## src/rtl/fifo_pkg.sv

```systemverilog
// Shared definitions for the FIFO drain / UART transmit path.
// State encoding and default frame geometry.
package fifo_pkg;

    typedef enum logic [2:0] {
        ST_IDLE  = 3'd0,
        ST_FETCH = 3'd1,
        ST_LOAD  = 3'd2,
        ST_START = 3'd3,
        ST_DATA  = 3'd4,
        ST_STOP  = 3'd5
    } state_e;

    localparam int DW_DEF  = 8;
    localparam int DIV_DEF = 16;

endpackage

```

## src/rtl/baud_div.sv

```systemverilog
// Bit-period divider: counts 0..DIV-1, wraps on tick.
// A clear restarts the count so each state entry begins a fresh bit.
module baud_div #(
    parameter int DIV = 16
) (
    input  logic ck,
    input  logic rst,
    input  logic clr_i,
    output logic tick_o
);

    localparam int CW = $clog2(DIV);

    logic [CW-1:0] cnt_q;
    logic [CW-1:0] cnt_d;

    assign tick_o = (cnt_q == CW'(DIV - 1));

    always_comb begin
        cnt_d = cnt_q + CW'(1);
        if (clr_i || tick_o) begin
            cnt_d = '0;
        end
    end

    always_ff @(posedge ck or negedge rst) begin
        if (!rst) begin
            cnt_q <= '0;
        end else begin
            cnt_q <= cnt_d;
        end
    end

endmodule

```

## src/rtl/fifo_uart_tx.sv

```systemverilog
// FIFO consumer: pops one byte per frame and sends it as UART 8N1.
// Line level is decoded from the state register so reset idles txd at once.
module fifo_uart_tx
    import fifo_pkg::*;
#(
    parameter int DW  = DW_DEF,
    parameter int DIV = DIV_DEF
) (
    input  logic          ck,
    input  logic          rst,
    input  logic          Fempty,
    input  logic [DW-1:0] Dout,
    output logic          Ren,
    output logic          txd,
    output logic          busy,
    output logic          tx_done
);

    localparam int BW = (DW > 1) ? $clog2(DW) : 1;

    state_e        state_q;
    state_e        state_d;
    logic [DW-1:0] shift_q;
    logic [DW-1:0] shift_d;
    logic [BW-1:0] bit_q;
    logic [BW-1:0] bit_d;
    logic          ren_q;
    logic          tick;
    logic          clr;

    assign clr = (state_d != state_q);

    baud_div #(
        .DIV(DIV)
    ) u_div (
        .ck    (ck),
        .rst   (rst),
        .clr_i (clr),
        .tick_o(tick)
    );

    always_comb begin
        state_d = state_q;
        shift_d = shift_q;
        bit_d   = bit_q;
        unique case (state_q)
            ST_IDLE: begin
                if (!Fempty) begin
                    state_d = ST_FETCH;
                end
            end
            ST_FETCH: state_d = ST_LOAD;
            ST_LOAD: begin
                state_d = ST_START;
                shift_d = Dout;
            end
            ST_START: begin
                if (tick) begin
                    state_d = ST_DATA;
                    bit_d   = '0;
                end
            end
            ST_DATA: begin
                if (tick) begin
                    shift_d = shift_q >> 1;
                    if (bit_q == BW'(DW - 1)) begin
                        state_d = ST_STOP;
                    end else begin
                        bit_d = bit_q + BW'(1);
                    end
                end
            end
            ST_STOP: begin
                if (tick) begin
                    state_d = ST_IDLE;
                end
            end
            default: state_d = ST_IDLE;
        endcase
    end

    always_ff @(posedge ck or negedge rst) begin
        if (!rst) begin
            state_q <= ST_IDLE;
            shift_q <= '0;
            bit_q   <= '0;
            ren_q   <= 1'b0;
        end else begin
            state_q <= state_d;
            shift_q <= shift_d;
            bit_q   <= bit_d;
            ren_q   <= (state_d == ST_FETCH);
        end
    end

    assign Ren     = ren_q;
    assign busy    = (state_q != ST_IDLE);
    assign tx_done = (state_q == ST_STOP) && tick;
    assign txd     = (state_q == ST_START) ? 1'b0 :
                     (state_q == ST_DATA)  ? shift_q[0] : 1'b1;

endmodule

```

## config.mk

```make
export PLATFORM = sky130hd
export DESIGN_NAME = fifo_uart_tx
export DESIGN_NICKNAME = d
export VERILOG_FILES = /design/src/rtl/fifo_pkg.sv /design/src/rtl/baud_div.sv /design/src/rtl/fifo_uart_tx.sv
export SDC_FILE = /design/constraint.sdc
export NUM_CORES = 1
export LEC_CHECK = 0
export BUFFER_PORTS_ARGS = -buffer_cell sky130_fd_sc_hd__buf_2
export CAP_MARGIN = 15
export CORE_MARGIN = 2
export CORE_UTILIZATION = 25
export CTS_CLUSTER_DIAMETER = 200
export DETAILED_ROUTE_END_ITERATION = 7
export PLACE_DENSITY = 0.41
export SETUP_SLACK_MARGIN = 0.4
export SYNTH_ARGS = -nofsm -noshare
export SYNTH_HDL_FRONTEND = slang
export SYNTH_SLANG_ARGS = --single-unit
```

## constraint.sdc

```tcl
create_clock -name ck -period 1.8 [get_ports ck]
set_input_delay 0 -clock ck [delete_from_list [all_inputs] [get_ports ck]]
set_output_delay 0 -clock ck [all_outputs]
set_load 0.1 [all_outputs]
```

**After elaboration in Yosys (flattened, before gate mapping)**

Index checks and enable logic that the tools add are counted.

- Output and inout port bits: 4
- Logic and storage cells: 42
- Input bits: 11
- Register bits after elaboration: 19

- Equal/unequal tests: 12
- Muxes and demuxes: 15
- Reductions and logical operators: 8
- Add/sub/neg operators: 2

Operators by type and width:

| kind | number |
|---|---|
| $mux W3 | 8 |
| $pmux W3 S6 | 1 |
| $pmux W8 S2 | 1 |
| $eq A3 B3 Y1 const B | 3 |
| $mux W8 | 1 |
| $eq A3 B1 Y1 const B | 2 |
| $eq A3 B2 Y1 const B | 2 |
| $ne A2 B2 Y1 const B | 3 |
| $pmux W3 S2 | 1 |
| $add A4 B1 Y4 const B | 1 |
| $eq A4 B4 Y1 const B | 1 |
| $mux W4 | 1 |
| $reduce_and A4 Y1 | 1 |
| $reduce_bool A2 Y1 | 2 |
| $add A3 B1 Y3 const B | 1 |
| $logic_not A3 Y1 | 1 |
| $ne A3 B3 Y1 | 1 |
| $reduce_bool A3 Y1 | 1 |
| $mux W1 | 2 |
| $reduce_and A2 Y1 | 1 |
| $logic_and A1 B1 Y1 | 1 |
| $logic_or A1 B1 Y1 | 1 |

**Depth between registers and ports, before layout**

Gate-level depths: netlist of the first run.

- Depth after elaboration: 7
- Gate-level depth with buffers: 5
- Gate-level depth less buffers: 5

**Cells and area by module**

A second synthesis of the first run with hierarchy kept.

- Cell total of the unflattened synthesis: 90
- Area, all modules: 1027.2 um2

Modules (own cells, without submodules):

| module | seq. area each (um2) | cells each | area each (um2) | times used |
|---|---|---|---|---|
| fifo_uart_tx | 375.4 | 77 | 855.8 | 1 |
| baud_div | 100.1 | 13 | 171.4 | 1 |

**Worst setup path after synthesis of the first run**

Ideal clock, no wire load.

- Path type: register to output
- From: reg state_q[0]
- To: out txd
- Arrival time: 3.021 ns
- Setup slack: -1.221 ns
- Buffers on the path: 1
- Required time: 1.800 ns
- Stages on the path, launching flop included: 4
- Path through: dfrtp_1 > clkbuf_1 > nand3b_1 > a21boi_0

- Word-level cells in the longest chain between the ends: 3
- Elaborated cells between the ends (all ways): 4
- Those cells by class: 2 x eq/ne; 2 x mux

Ends and longest elaborated chain:

| element | line | source |
|---|---|---|
| start, declared | fifo_uart_tx.sv:21 | `state_e state_q;` |
| start signal, assigned | fifo_uart_tx.sv:89 | `state_q <= state_d;` |
| $eq A3 B3 Y1 | fifo_uart_tx.sv:100 | `(state_q == ST_DATA) ? shift_q[0] : 1'b1;` |
| $mux W1 | fifo_uart_tx.sv:100 |  |
| $mux W1 (*) | fifo_uart_tx.sv:99 | `assign txd = (state_q == ST_START) ? 1'b0 :` |
| end, declared | fifo_uart_tx.sv:14 | `output logic txd,` |

Every way passes the cells marked *; elsewhere a longest branch is shown, timed or not.

**Worst setup path after layout of the first run**

- From: reg state_q[0]
- To: reg shift_q[1]

- Word-level cells in the longest chain between the ends: 3
- Elaborated cells between the ends (all ways): 6
- Those cells by class: 3 x eq/ne; 1 x mux; 2 x reduce/logical

Ends and longest elaborated chain:

| element | line | source |
|---|---|---|
| $eq A3 B3 Y1 or $eq A3 B2 Y1 (tied branches) | fifo_uart_tx.sv:46 | `unique case (state_q)` |
| $ne A2 B2 Y1 (no source line) or $reduce_bool A2 Y1 (tied branches) | -- |  |
| $reduce_and A2 Y1 (no source line) | -- |  |
| end signal, assigned | fifo_uart_tx.sv:90 | `shift_q <= shift_d;` |
| end, declared | fifo_uart_tx.sv:23 | `logic [DW-1:0] shift_q;` |

Several ways; a longest one is shown, not always the timed one.
A chain may end at the register's enable or synchronous reset.

==> results_dict.tcl, run 1 <==
set metrics [dict create \
    synthesis.nets 104 \
    synth_enable_flop_cells 0 \
    ys_ff_latch 19 \
    worst_setup_path_startpoint "state_q[0]$_DFF_PN0_" \
    dominantRegCellSynth "sky130_fd_sc_hd__dfrtp_1" \
    syn_avg_cell_area_sq_um 11.3 \
    ys_warn_count 0 \
    mostFrequentLayoutCell "sky130_fd_sc_hd__dfrtp_1" \
    number_of_clock_sinks 19 \
    time_the_worst_path_needs_with_i_o_delays_and_setup_ns 1.58 \
    drc 0 \
    mostFrequentLayoutCells "17 x sky130_fd_sc_hd__dfrtp_1, 14 x sky130_fd_sc_hd__buf_4, 11 x sky130_fd_sc_hd__buf_2" \
    drt-vias-per-instance 4.50 \
    synth_sequential_area_ratio 0.467 \
    grt_pass1_vias 807 \
    layout-drive-gt1-share 0.540 \
    clock_insertion_delay_worst_skew_ns 0.26 \
    synth.cell_area_sq_mm 0.00102 \
    synthDistinctLibCells 32 \
    post-place-ws_ns 0.117 \
    drt_first_pass_iters 4 \
    finalWeightedCongestion 0.701 \
    multiInputGateArea_sq_um 593 \
    least_margin_pin_slew_ns 0.483 \
    rrSetupSlack_ns 0.22 \
    rsz_0062_raised_after_global_routing "yes" \
    area_growth_pct 50.4 \
    netlist_instances 90 \
    setup.worst_path.end_class "register" \
    routed_wirelength_mm 2.37 \
    final-instance-count-excl-fill 176 \
    drtIter0Drc 46 \
    port-buffer-count 14 \
    synthDominantCellAreaShare 0.467 \
    nets 141 \
    antenna_found_initial 0 \
    required_time_of_the_critical_path_ns 1.95 \
    hold_path_depth 3 \
    hold_path_startpoint "Dout[7]" \
    grt_pass1_wl_mm 3.88 \
    largest_net_degree_at_the_start_of_global_routing 20 \
    fin_skew_ns 0.000738 \
    cts-root-buf "sky130_fd_sc_hd__clkbuf_8" \
    initial_utilization 0.256 \
    number_of_h_tree_levels 1 \
    endpoint_of_the_most_critical_register_to_register_path "shift_q[1]$_DFFE_PN0P_" \
    place_inst 155 \
    largest_area_contributor_in_the_synthesized_netlist "sky130_fd_sc_hd__dfrtp_1" \
    crit_path_start_kind "register" \
    detailed_place_hpwl_mm 1.53 \
    setup_ws_ns 0.221 \
    worst_setup_hold_path_clk_slew_ns 0.08 \
    die-height_um 67.8 \
    postLayoutCoreUtil 0.385 \
    critPathArrivalTime_ns 1.73 \
    worst_hold_slack_ns 0.00747 \
    min_delay_worst_endpoint "shift_q[7]$_DFFE_PN0P_" \
    grt_remaining_overflow 0 \
    static-leakage-power_nw 0.722 \
    power.ir.vdd_worst_uv 271 \
    numCtsBuffers 3 \
    clockBufferDepth 2 \
    die_width_um 67.8 \
    status "complete, no violations" \
    antenna_violating_nets_post_route 0 \
    totalNegativeSetupSlack_ns 0 \
    grt_util_all_layers 0.117 \
    netlist_top_cells_area "sky130_fd_sc_hd__dfrtp_1 47%, sky130_fd_sc_hd__mux2_2 12%, sky130_fd_sc_hd__mux2i_1 3.9%" \
    worst_r2r_startpoint "state_q[0]$_DFF_PN0_" \
    layout.area.seq_sq_um 478 \
    timing.max_slew.rel_slack 0.680 \
    maxcap_viol_count 0 \
    post-route-period-util 0.877 \
    cp_max_fo 8 \
    nFillCells 411 \
    n_antenna_cell 0 \
    final_hold_viol_count 0 \
    hold_path.class "primary input to register" \
    power.density_mw_per_mm2 523 \
    async_flop_share 1.00 \
    max_slew_violation_total_from_the_final_report 0 \
    die-area_sq_mm 0.00459 \
    worst-setup-path-type "register to register" \
    r2r_cells 4 \
    core_sq_mm 0.00397 \
    tritoncts "yes" \
    max_freq_ghz 0.633 \
    routed-via-count 792 \
    detail_route.wl_per_cell_um 13.5 \
    total_number_of_placement_rows 23 \
    finalSetupViolations 0 \
    io_pins 15 \
]
## worst max-delay path by stage
stage / slack, ns / cells after the start / endpoint
2_1_floorplan: 0.14 / 4 / shift_q[1]$_DFFE_PN0P_
3_3_place_gp: 0.15 / 3 / shift_q[2]$_DFFE_PN0P_
3_5_place_dp: 0.12 / 3 / shift_q[6]$_DFFE_PN0P_
4_1_cts: 0.23 / 4 / shift_q[6]$_DFFE_PN0P_
5_1_grt: 0.18 / 4 / shift_q[6]$_DFFE_PN0P_
6_report: 0.22 / 4 / shift_q[1]$_DFFE_PN0P_
## layout make-up
class	count	share of cell area
Tap cell	50	0.0409
Clock inverter	1	0.00327
Sequential cell	19	0.312
Inverter	6	0.0147
Clock buffer	3	0.0270
Timing Repair Buffer	37	0.214
Multi-Input combinational cell	60	0.388
## report_power, final
group          switching (mW)  total, mW  internal [mW]
Clock                   0.154      0.308          0.154
Sequential            0.00327      0.437          0.434
Combinational          0.0276     0.0553         0.0278
## critical path, stage by stage (launching register included)
cell	delay, ns
sky130_fd_sc_hd__dfrtp_2	0.44
sky130_fd_sc_hd__or3b_4	0.42
sky130_fd_sc_hd__o22ai_4	0.13
sky130_fd_sc_hd__buf_12	0.15
sky130_fd_sc_hd__mux2_2	0.32
## routing by layer
| layer | GRT usage | up-vias | wire (um) | part of all wire |
|---|---|---|---|---|
| li1 | - | 393 | - | - |
| met1 | 0.164 | 382 | 1150 | 0.49 |
| met2 | 0.169 | 13 | 1090 | 0.46 |
| met3 | 0.0367 | 4 | 86 | 0.036 |
| met4 | 0.0400 | 0 | 41 | 0.017 |
| met5 | 0 | - | 0 | 0 |
## cell families (layout without fill, tap and decap cells)
logic type      after synthesis  after routing  synth area share
compound gates               19             19             0.141
xor+xnor                      2              2            0.0172
fa+ha+maj                     3              3            0.0369
buf+inv                      11             47            0.0467
flops                        19             19             0.467
mux                          16             16             0.172
simple gates                 20             20             0.118
## state kept, by name, summed over array words and instances, names as in the netlist
name,cells
u_div.cnt_q,4
Ren,1
bit_q,3
state_q,3
shift_q,8
## per-stage QoR
| stage | total power, mW | area [sq um] |
|---|---|---|
| after floorplan | 0.471 | 1090 |
| after global placement | 0.498 | 1230 |
| after detailed placement | 0.499 | 1230 |
| after CTS | 0.817 | 1420 |
| after global routing | 0.837 | 1530 |
| final | 0.801 | 1530 |
## cell usage after synthesis, types with 2 or more instances
| master | number |
|---|---|
| sky130_fd_sc_hd__a211oi_1 | 3 |
| sky130_fd_sc_hd__a21oi_1 | 3 |
| sky130_fd_sc_hd__a22oi_1 | 2 |
| sky130_fd_sc_hd__buf_2 | 2 |
| sky130_fd_sc_hd__clkbuf_1 | 2 |
| sky130_fd_sc_hd__dfrtp_1 | 19 |
| sky130_fd_sc_hd__ha_1 | 3 |
| sky130_fd_sc_hd__inv_1 | 6 |
| sky130_fd_sc_hd__mux2_2 | 11 |
| sky130_fd_sc_hd__mux2i_1 | 4 |
| sky130_fd_sc_hd__nand2_1 | 2 |
| sky130_fd_sc_hd__nand2b_1 | 2 |
| sky130_fd_sc_hd__nand3_1 | 2 |
| sky130_fd_sc_hd__nor2_1 | 3 |
| sky130_fd_sc_hd__nor2b_1 | 5 |
| sky130_fd_sc_hd__o21bai_1 | 2 |
| sky130_fd_sc_hd__o22ai_1 | 4 |
## repair_timing
| item | 4_1_cts | 5_1_grt |
|---|---|---|
| hold buffers | 2 | 0 |
| resized for setup | 13 | 12 |
| setup endpoints to repair | 15 | 18 |
| hold endpoints to repair | 20 | 0 |
| buffers inserted | 8 | 7 |
| pin swaps | 4 | 4 |
Note: power is estimated with default switching activity, not from simulation.
==> run 2: changes to the inputs <==
- ABC_AREA: default -> 1
==> results_dict.tcl, run 2 <==
set metrics [dict create \
    routed_wirelength_mm 2.29 \
    cp_num_buf_inv 2 \
    clockBufferDepth 2 \
    critPathArrivalTime_ns 1.43 \
    required_time_of_the_critical_path_ns 1.80 \
    async_flop_share 1.00 \
    max_slew_violation_total_from_the_final_report 0 \
    synth_fa_ha_area_frac 0.0395 \
    static-leakage-power_nw 0.635 \
    worst_setup_hold_path_clk_slew_ns 0.07 \
    most_frequent_cell_after_synthesis "sky130_fd_sc_hd__dfrtp_1" \
    mostFrequentLayoutCell "sky130_fd_sc_hd__dfrtp_1" \
    maxcap_viol_count 0 \
    synthDominantCellAreaShare 0.500 \
    die-height_um 65.7 \
    muxShareOfSynthArea 0.0105 \
    ys_warn_count 0 \
    finalWeightedCongestion 0.821 \
    drc 0 \
    finalSetupViolations 0 \
    drt-vias-per-instance 4.58 \
    area_growth_pct 52.1 \
    total_number_of_placement_rows 22 \
    hold_path_startpoint "Dout[5]" \
    grt_util_all_layers 0.117 \
    mostFrequentLayoutCells "16 x sky130_fd_sc_hd__dfrtp_1, 14 x sky130_fd_sc_hd__inv_1, 13 x sky130_fd_sc_hd__nand2_1" \
    hold_path.class "primary input to register" \
    io_pins 15 \
    detailed_place_hpwl_mm 1.40 \
    number_of_clock_sinks 19 \
    post_synth_xor_area_fraction 0.0184 \
    fin_skew_ns 0.000796 \
    biggestRegsByFlops "shift_q (8), u_div.cnt_q (4)" \
    largest_register_ffs 8 \
    detail_route.wl_per_cell_um 12.3 \
    totalNegativeSetupSlack_ns 0 \
    synth_sequential_area_ratio 0.500 \
    report.power.total_mw 0.791 \
    numCtsBuffers 3 \
    power.ir.vdd_worst_uv 251 \
    initial_utilization 0.260 \
    grt_pass1_vias 912 \
    critical-path-max-stage-delay_ns 0.45 \
    grt_pass1_wl_mm 3.90 \
    drt_first_pass_iters 4 \
    worst-setup-path-type "register to output pin" \
    core_sq_mm 0.00366 \
    routed-via-count 851 \
    clock_insertion_delay_worst_skew_ns 0.26 \
    time_the_worst_path_needs_with_i_o_delays_and_setup_ns 1.43 \
    cp_max_fo 6 \
    ys_ff_latch 19 \
    number_of_h_tree_levels 1 \
    critical-path-slowest-cell "sky130_fd_sc_hd__dfrtp_2" \
    synth-compound-area-share 0.149 \
    max_freq_ghz 0.702 \
    post_synth_most_frequent_cells "19 x sky130_fd_sc_hd__dfrtp_1, 18 x sky130_fd_sc_hd__nand2_1, 15 x sky130_fd_sc_hd__inv_1, 11 x sky130_fd_sc_hd__o21ai_0, 8 x sky130_fd_sc_hd__nor2_1" \
    worst_r2r_startpoint "bit_q[0]$_DFFE_PN0P_" \
    crit_path_start_kind "register" \
    r2r_cells 9 \
    netlist_instances 107 \
    n_antenna_cell 0 \
    syn_avg_cell_area_sq_um 8.89 \
    largest_area_contributor_in_the_synthesized_netlist "sky130_fd_sc_hd__dfrtp_1" \
    synth_top_family_by_area "simple AND/OR/NAND/NOR gates" \
    endpoint_of_the_most_critical_register_to_register_path "u_div.cnt_q[0]$_DFF_PN0_" \
    post-route-period-util 0.792 \
    rrSetupSlack_ns 0.42 \
    hold_path_depth 3 \
    synthesis.nets 121 \
    power.density_mw_per_mm2 547 \
    tritoncts "yes" \
    worst_setup_path_startpoint "state_q[1]$_DFF_PN0_" \
    antenna_violating_nets_post_route 0 \
    layout-drive-gt1-share 0.464 \
    setup.worst_path.end_class "output pin" \
    port-buffer-count 14 \
    dominantRegCellSynth "sky130_fd_sc_hd__dfrtp_1" \
    nets 153 \
    drtIter0Drc 52 \
    largest_net_degree_at_the_start_of_global_routing 20 \
    status "complete, no violations" \
    rsz_0062_raised_after_global_routing "yes" \
    die-area_sq_mm 0.00431 \
    min_delay_worst_endpoint "shift_q[5]$_DFFE_PN0P_" \
    crit_chain "nor2_4 > buf_4 > nand2_4 > buf_2" \
    grt_remaining_overflow 0 \
    synth-simple-area-share 0.200 \
    synthDistinctLibCells 21 \
    synth_enable_flop_cells 0 \
    synth.cell_area_sq_um 951 \
    critical-path-top-delay-family "buffers and inverters" \
    cts-root-buf "sky130_fd_sc_hd__clkbuf_8" \
    biggest_register "shift_q" \
    final_hold_viol_count 0 \
    timing.max_slew.rel_slack 0.678 \
    die_width_um 65.7 \
    netlist_top_cells_area "sky130_fd_sc_hd__dfrtp_1 50%, sky130_fd_sc_hd__nand2_1 7.1%, sky130_fd_sc_hd__inv_1 5.9%" \
    least_margin_pin_slew_ns 0.486 \
    antenna_found_initial 0 \
]
[run 2: through the flow]
step                      hold slack (ns)  setup WS (ns)  cells  utilization  cell area (sq um)
after floorplan                    -0.296          0.271    107            -                975
after detailed placement          -0.0248          0.254    167        0.298               1090
final                             0.00462          0.375    186        0.395               1450
after global placement            -0.0180          0.258    167        0.298               1090
after CTS                         0.00477          0.406    181        0.361               1320
after global routing               0.0277          0.300    186        0.395               1450
[run 2: kinds of logic (layout without fill, tap and decap cells)]
| kind of cell | Yosys count | count (layout) |
|---|---|---|
| and+or+nand+nor | 41 | 41 |
| AOI/OAI and AO/OA | 22 | 22 |
| DFF | 19 | 19 |
| buffers and inverters | 19 | 50 |
| adders and majority gates | 3 | 3 |
| xor gates and xnor gates | 2 | 2 |
| muxes | 1 | 1 |
[run 2: area by class of cell]
class                      instances  area [sq um]
tap                               48          60.1
fill                             365          2210
timing repair buffer              29           236
multi-input combinational         69           554
inverter                          17          71.3
clock buffer                       4          45.0
sequential                        19           479
[run 2: timing repair]
action | 4_1_cts | 5_1_grt
pin swaps | 6 | 3
hold buffers | 3 | 0
hold endpoints to repair | 21 | 0
gates resized for setup | 24 | 18
setup buffers | 7 | 5
cloned | 0 | 0
endpoints found under the setup margin | 17 | 17
[run 2: tightest hold or removal path, stage by stage]
cell and delay, ns:
sky130_fd_sc_hd__buf_2 0.08, sky130_fd_sc_hd__o211ai_1 0.08, sky130_fd_sc_hd__o21ai_0 0.07
[run 2: how the worst max path moves through the flow]
stage / end / cells after the start / slack, ns
6_report: busy / 4 / 0.37
5_1_grt: shift_q[2]$_DFFE_PN0P_ / 7 / 0.30
4_1_cts: bit_q[1]$_DFFE_PN0P_ / 8 / 0.41
3_5_place_dp: bit_q[1]$_DFFE_PN0P_ / 7 / 0.25
3_3_place_gp: bit_q[1]$_DFFE_PN0P_ / 7 / 0.26
2_1_floorplan: tx_done / 3 / 0.27
[run 2: report_power, final]
| part | switching (mW) | internal [mW] |
|---|---|---|
| logic | 0.0310 | 0.0224 |
| clock network | 0.143 | 0.158 |
| registers | 0.00188 | 0.434 |
[run 2: routing by layer]
metal / track usage / part of all wire / vias to the layer above / wire (um)
met4: 0.0547 / 0.023 / 0 / 53
met3: 0.0291 / 0.049 / 9 / 112
li1: - / - / 410 / -
met2: 0.207 / 0.53 / 22 / 1210
met5: 0 / 0 / - / 0
met1: 0.130 / 0.40 / 410 / 915
